$ cat src/rtl/uart_rx_8n1.sv
`timescale 1ns/1ps
// -----------------------------------------------------------------------------
// uart_rx_8n1
//
// Receive-only 8N1 UART. The serial line is oversampled at CLKS_PER_BIT clocks
// per bit. Every start bit resynchronises the bit timing. Each byte is then
// sampled at the centre of its data bits, LSB first.
//
// Handshake: there is no back-pressure. rxdone is a one-cycle strobe meaning
// "rxbyte has just been updated with a correctly framed byte". The consumer
// must take rxbyte on that cycle, or at least before the next rxdone.
// framing_err is a one-cycle strobe for a frame whose stop bit was sampled low.
// That byte is dropped and rxbyte keeps its previous value. The two strobes
// are never high together.
//
// Ports
//   clk          sole clock, rising edge
//   rst          asynchronous active-high reset
//   rx           serial input, asynchronous to clk, idles high
//   rxbyte[7:0]  last correctly framed byte (held until the next good frame)
//   rxdone       one-cycle pulse: rxbyte just updated
//   framing_err  one-cycle pulse: stop bit low, byte discarded
//   busy         high whenever the receiver FSM is not idle
// -----------------------------------------------------------------------------
module uart_rx_8n1 #(
  parameter int CLKS_PER_BIT = 16
) (
  input  logic       clk,
  input  logic       rst,
  input  logic       rx,
  output logic [7:0] rxbyte,
  output logic       rxdone,
  output logic       framing_err,
  output logic       busy
);

  localparam int HALF = CLKS_PER_BIT / 2;
  localparam int CW   = $clog2(CLKS_PER_BIT);

  localparam logic [CW-1:0] CNT_HALF_M1 = CW'(HALF - 1);
  localparam logic [CW-1:0] CNT_LAST    = CW'(CLKS_PER_BIT - 1);

  typedef enum logic [2:0] {
    S_IDLE      = 3'd0,
    S_START     = 3'd1,
    S_DATA      = 3'd2,
    S_STOP      = 3'd3,
    S_WAIT_HIGH = 3'd4
  } state_t;

  // Two-flop synchroniser. Both flops reset to the idle level of the line,
  // so reset itself never looks like a start bit.
  logic sync1_q, sync1_d;
  logic sync2_q, sync2_d;
  logic rx_s;

  state_t          state_q,  state_d;
  logic [CW-1:0]   cnt_q,    cnt_d;
  logic [2:0]      bitidx_q, bitidx_d;
  logic [7:0]      shreg_q,  shreg_d;
  logic [7:0]      rxbyte_q, rxbyte_d;
  logic            rxdone_q, rxdone_d;
  logic            ferr_q,   ferr_d;

  assign rx_s = sync2_q;

  always_comb begin
    sync1_d  = rx;
    sync2_d  = sync1_q;

    state_d  = state_q;
    cnt_d    = cnt_q;
    bitidx_d = bitidx_q;
    shreg_d  = shreg_q;
    rxbyte_d = rxbyte_q;
    rxdone_d = 1'b0;
    ferr_d   = 1'b0;

    case (state_q)
      S_IDLE: begin
        cnt_d    = '0;
        bitidx_d = 3'd0;
        if (!rx_s) begin
          state_d = S_START;
        end
      end

      // Wait half a bit, then re-check the line. A pulse shorter than that is
      // treated as a glitch and dropped without any strobe.
      S_START: begin
        if (cnt_q == CNT_HALF_M1) begin
          cnt_d   = '0;
          state_d = rx_s ? S_IDLE : S_DATA;
        end else begin
          cnt_d = cnt_q + CW'(1);
        end
      end

      // The counter is now phased to mid-bit. Each full period lands on the
      // centre of the next data bit.
      S_DATA: begin
        if (cnt_q == CNT_LAST) begin
          cnt_d    = '0;
          shreg_d  = {rx_s, shreg_q[7:1]};
          bitidx_d = bitidx_q + 3'd1;
          if (bitidx_q == 3'd7) begin
            state_d = S_STOP;
          end
        end else begin
          cnt_d = cnt_q + CW'(1);
        end
      end

      // The FSM leaves at mid-stop bit. This leaves half a bit of slack to
      // catch a start bit that follows the stop bit directly.
      S_STOP: begin
        if (cnt_q == CNT_LAST) begin
          cnt_d = '0;
          if (rx_s) begin
            rxbyte_d = shreg_q;
            rxdone_d = 1'b1;
            state_d  = S_IDLE;
          end else begin
            ferr_d  = 1'b1;
            state_d = S_WAIT_HIGH;
          end
        end else begin
          cnt_d = cnt_q + CW'(1);
        end
      end

      // A line held low (break) must not be taken as a stream of start bits.
      // Stay here until the line returns high.
      S_WAIT_HIGH: begin
        cnt_d = '0;
        if (rx_s) begin
          state_d = S_IDLE;
        end
      end

      default: begin
        state_d  = S_IDLE;
        cnt_d    = '0;
        bitidx_d = 3'd0;
      end
    endcase
  end

  always_ff @(posedge clk or posedge rst) begin
    if (rst) begin
      sync1_q  <= 1'b1;
      sync2_q  <= 1'b1;
      state_q  <= S_IDLE;
      cnt_q    <= '0;
      bitidx_q <= 3'd0;
      shreg_q  <= 8'h00;
      rxbyte_q <= 8'h00;
      rxdone_q <= 1'b0;
      ferr_q   <= 1'b0;
    end else begin
      sync1_q  <= sync1_d;
      sync2_q  <= sync2_d;
      state_q  <= state_d;
      cnt_q    <= cnt_d;
      bitidx_q <= bitidx_d;
      shreg_q  <= shreg_d;
      rxbyte_q <= rxbyte_d;
      rxdone_q <= rxdone_d;
      ferr_q   <= ferr_d;
    end
  end

  assign rxbyte      = rxbyte_q;
  assign rxdone      = rxdone_q;
  assign framing_err = ferr_q;
  assign busy        = (state_q != S_IDLE);

endmodule

$ cat config.mk
export PLATFORM = sky130hd
export DESIGN_NAME = uart_rx_8n1
export DESIGN_NICKNAME = d
export VERILOG_FILES = /design/src/rtl/uart_rx_8n1.sv
export SDC_FILE = /design/constraint.sdc
export NUM_CORES = 1
export LEC_CHECK = 0
export BUFFER_PORTS_ARGS = -buffer_cell sky130_fd_sc_hd__buf_4
export CELL_PAD_IN_SITES_DETAIL_PLACEMENT = 0
export CELL_PAD_IN_SITES_GLOBAL_PLACEMENT = 1
export CORE_ASPECT_RATIO = 0.75
export CORE_MARGIN = 2
export CORE_UTILIZATION = 45
export CTS_BUF_LIST = sky130_fd_sc_hd__clkbuf_8
export DETAILED_ROUTE_END_ITERATION = 7
export GPL_TIMING_DRIVEN = 0
export PLACE_DENSITY = 0.79
export SETUP_SLACK_MARGIN = 0.15
export SYNTH_ARGS = -nofsm -noshare
export SYNTH_HDL_FRONTEND = slang
export SYNTH_SLANG_ARGS = --single-unit
$ cat constraint.sdc
create_clock -name clk -period 3.3 [get_ports clk]
set_clock_uncertainty 0.15 [all_clocks]
set_input_delay 0.495 -clock clk [delete_from_list [all_inputs] [get_ports clk]]
set_output_delay 0.495 -clock clk [all_outputs]
set_load 0.05 [all_outputs]
Word level (Yosys, flattened, before mapping)

Cells that the tools add are included.

Register bits after elaboration: 30
Latch bits: 0
RAM bits: 0
ROM bits: 0
Bits of input ports: 3
Output and inout port bits: 11
Word-level logic and storage cells: 53
Memories: 0

$add $sub $neg: 2
Multipliers: 0
Divide/modulo/power cells: 0
$lt $le $gt $ge: 0
Eq/ne operators: 13
Shift operators: 0
Mux-type cells: 20
Bitwise gates (word level): 1
Reductions and logical operators: 8

Operators by type and width:

| cell                                                                   | count |
|---|---|
| 3-bit 2-to-1 mux                                                       | 8 |
| 3-bit case mux with 5 select lines                                     | 1 |
| 2-bit inequality test (second input constant)                          | 6 |
| 4-bit 2-to-1 mux                                                       | 2 |
| 4-bit case mux with 2 select lines                                     | 1 |
| 3-bit by 2-bit equality test with 1-bit output (second input constant) | 2 |
| 3-bit equality test (second input constant)                            | 2 |
| 1-bit 2-to-1 mux                                                       | 6 |
| 3-bit case mux with 2 select lines                                     | 1 |
| 6-bit AND reduction                                                    | 1 |
| 4-bit by 1-bit adder with 4-bit output (second input constant)         | 1 |
| 4-bit by 3-bit equality test with 1-bit output (second input constant) | 1 |
| 4-bit equality test (second input constant)                            | 1 |
| 2-bit AND reduction                                                    | 2 |
| 3-bit by 1-bit adder with 3-bit output (second input constant)         | 1 |
| 3-bit by 1-bit equality test with 1-bit output (second input constant) | 1 |
| 3-bit zero test                                                        | 1 |
| 3-bit AND reduction                                                    | 1 |
| 3-bit nonzero test                                                     | 1 |
| 3-bit OR reduction                                                     | 1 |
| 2-bit 2-to-1 mux                                                       | 1 |
| 2-bit OR reduction                                                     | 1 |
| 1-bit NOT                                                              | 1 |

Logic depth before layout (Yosys ltp)

Depth after elaboration: 4
Mapped depth: 5
Gate-level depth less buffers: 5

Worst setup path before layout

No wires, ideal clock.

Path type: register to output
Start: register state_q[2]
End: output port busy
Data arrival time: 1299 ps
Required time: 2655 ps
Setup slack: 1356 ps
Stages on the path, launching flop included: 4
Path buffers: 2
Cell sequence: dfrtp_1 > clkbuf_1 > clkbuf_1 > or3_1

Word-level cells in the longest chain between the ends: 1

Ends and longest elaborated chain:

| what                   | RTL line | text |
|---|---|---|
| from (decl)            | 57       | `state_t state_q, state_d;` |
| from (signal assigned) | 163      | `state_q <= state_d;` |
| 3-bit nonzero test     | 176      | `assign busy = (state_q != S_IDLE);` |
| to (decl)              | 34       | `output logic busy` |

No other way between the ends.

Final worst setup path

Ends and elaborated chain as after synthesis.

==> results.sh <==
export IMPL_h_tree_depth=2
export IMPL_clock_tree_root_cell="clkbuf_8"
export IMPL_setup_violations=0
export IMPL_antennaDiodeCount=0
export IMPL_portBuffers=13
export IMPL_synthMuxAreaShare=0.136
export IMPL_wl_um=2350
export IMPL_worst_pin_slew_ns=1.10
export IMPL_critPathMaxFanout=10
export IMPL_crit_path_max_incr_delay_ns=0.41
export IMPL_nets=129
export IMPL_layout_min_cycle_time_ns=2.38
export IMPL_grt_use_total=0.165
export IMPL_die_w_um=66.6
export IMPL_crit_top_cell="clkbuf_1"
export IMPL_gp_congestion=0.754
export IMPL_num_rows=16
export IMPL_ys_types=36
export IMPL_slew_violations=0
export IMPL_grt_pass1_wl_um=4040
export IMPL_ant_nets=0
export IMPL_dieHeight_um=51.0
export IMPL_via_count=884
export IMPL_rsz0062_at_grt="false"
export IMPL_hold_class="input port to register"
export IMPL_dr_pass1_iters=4
export IMPL_cap_violations=0
export IMPL_critical_path_top_delay_family="buffers and inverters"
export IMPL_avgViaCountPerCell=5.53
export IMPL_arrival_ns=1.74
export IMPL_synthAdderAreaFrac=0.0284
export IMPL_drive_gt1_frac=0.363
export IMPL_startpoint_type="register"
export IMPL_path_buf_inv=3
export IMPL_clock_sinks=30
export IMPL_whs_ns=0.170
export IMPL_cts_tree="yes"
export IMPL_critPathCaptureType="output pin"
export IMPL_leakagePower_nw=0.758
export IMPL_synth_compound_area_share=0.0719
export IMPL_fin_crit_sh=0.721
export IMPL_drc=0
export IMPL_area_growth_pct=21.6
export IMPL_nFillCells=226
export IMPL_yosysSeqAreaShare=0.570
export IMPL_insertion_delay_ns=0.28
export IMPL_gr_total_overflow=0
export IMPL_cts_hold_buf=0
export IMPL_netlist_instances=103
export IMPL_numCtsBuffers=5
export IMPL_critPathRequiredTime_ns=2.65
export IMPL_setup_worst_path_class="register to output pin"
export IMPL_grt_start_max_net_pins=31
export IMPL_ys_ff_latch=30
export IMPL_die_area_sq_um=3390
export IMPL_post_cts_buffers=0
export IMPL_pin_count=14
export IMPL_antenna_found_initial=0
export IMPL_status="finished clean"
export IMPL_start_util=0.489
export IMPL_relSlewSlack=0.267
export IMPL_cpMaxStageDelayCell="clkbuf_1"
export IMPL_synth_nets=109
export IMPL_yosys_area_share_simple=0.156
export IMPL_dp_hpwl_um=1580
export IMPL_wl_per_cell_um=14.7
export IMPL_synth_avg_cell_area_sq_um=12.8
export IMPL_crit_path_cell_trace="clkbuf_1 -> clkbuf_1 -> or3_1 -> buf_4"
export IMPL_hold_viol_final=0
export IMPL_ir_drop_mv=0.341
export IMPL_cts_clk_slew_worst_paths_ns=0.06
export IMPL_setup_tns_ns=0
export IMPL_grt_pass1_vias=889
export IMPL_max_freq_ghz=0.420
export IMPL_ctsResizeCount=0
export IMPL_drt_initial_drc_count=49
export IMPL_clk_path_buf_depth=2
export IMPL_core_area_sq_um=2700
export IMPL_synth_top_family_by_area="simple AND/OR/NAND/NOR gates"
export IMPL_pwr_density_cell_nw_per_um2=717
export IMPL_ys_warnings_count=0
export IMPL_syn_area_sq_um=1320
export IMPL_synth_xor_area_frac=0.0132
-- cell usage in the layout (no fill, tap or decap), types with 2 or more instances in the layout --
master,count
inv_1,3
mux2_2,16
nor2_1,5
dfstp_2,2
buf_2,2
nand3_1,5
bufinv_16,2
buf_4,13
nand2b_1,3
clkbuf_8,6
o311ai_0,2
o211ai_1,2
dfrtp_1,28
nand2_1,2
ha_1,3
a21oi_1,4
clkbuf_1,3
or3_1,2
-- cell usage after synthesis (all sizes together) --
library cell | instances | area share
dfrtp | 28 | 0.53
mux2 | 16 | 0.14
nand3 | 6 | 0.032
nor2 | 5 | 0.014
a21oi | 4 | 0.015
clkbuf | 3 | 0.0085
ha | 3 | 0.028
inv | 3 | 0.0085
nand2b | 3 | 0.014
buf | 2 | 0.0076
dfstp | 2 | 0.040
nand2 | 2 | 0.0057
nor3 | 2 | 0.011
o211ai | 2 | 0.011
o311ai | 2 | 0.013
or3 | 2 | 0.0095
a211oi | 1 | 0.0057
a22oi | 1 | 0.0057
a31oi | 1 | 0.0047
a32oi | 1 | 0.0066
and3 | 1 | 0.0047
and3b | 1 | 0.0066
and4b | 1 | 0.0076
nand3b | 1 | 0.0057
nand4 | 1 | 0.0047
nor2b | 1 | 0.0047
nor3b | 1 | 0.0057
nor4 | 1 | 0.016
o21ai | 1 | 0.0038
o21bai | 1 | 0.0057
or4 | 1 | 0.0057
or4b | 1 | 0.0076
xnor2 | 1 | 0.0066
xor2 | 1 | 0.0066
-- where the power goes --
group | internal, mW | switching, mW
registers | 0.413 | 0.0405
logic | 0.0914 | 0.148
clock network | 0.322 | 0.138
-- sequential cells by signal (all words and copies together) (netlist names) --
register / count
cnt_q: 4
bitidx_q: 3
rx_s: 1
framing_err: 1
sync1_q: 1
rxbyte: 8
shreg_q: 8
state_q: 3
rxdone: 1
-- per-stage QoR --
stage / power [mW] / area (sq um) / setup WS [ns] / util / std cells
4_1_cts: 1.17 / 1610 / 0.898 / 0.595 / 160
6_report: 1.15 / 1610 / 0.920 / 0.595 / 160
5_1_grt: 1.22 / 1610 / 0.756 / 0.595 / 160
3_3_place_gp: 0.690 / 1470 / 1.20 / 0.542 / 152
2_1_floorplan: 0.644 / 1320 / 1.36 / - / 103
3_5_place_dp: 0.702 / 1470 / 1.18 / 0.542 / 152
-- path summary, 6_finish.rpt --
path | startpoint | end | slack (ns) | depth (start not counted)
max | state_q[2] | busy | 0.92 | 4
min reg2reg | sync1_q | rx_s | 0.21 | 0
max reg2reg | cnt_q[0] | shreg_q[0] | 1.19 | 4
min | rx | sync1_q | 0.17 | 1
min in group asynchronous | rst | state_q[1] | 0.34 | 2
max in group asynchronous | rst | shreg_q[1] | 1.99 | 2
-- cell type report --
type                       count  area, sq um  share of cell area
multi-input combinational     65          537               0.334
tap                           36         45.0              0.0280
clock inverter                 2         60.1              0.0374
buffer                         5         21.3              0.0132
timing repair buffer          13         97.6              0.0607
sequential                    30          753               0.468
inverter                       3         11.3             0.00700
clock buffer                   6         82.6              0.0514
-- per-layer routing --
layer / track usage / part of all wire / vias to the layer above
li1: - / - / 420
met1: 0.227 / 0.48 / 441
met2: 0.228 / 0.46 / 19
met3: 0.0727 / 0.049 / 4
met4: 0.0646 / 0.014 / 0
met5: 0 / 0 / -
-- cell families after synthesis --
group	Yosys count
fa+ha+maj	3
mux	16
buf+inv	8
flops	30
simple gates	30
compound gates	14
xor+xnor	2
-- worst reg2reg max path, delay by kind of cell, from the launching register on --
family        cells  cell delay (ns)
simple gates      2             0.73
flops             1             0.37
mux               1             0.41
fa+ha+maj         1             0.34
Power figures use the tool's default switching activity.
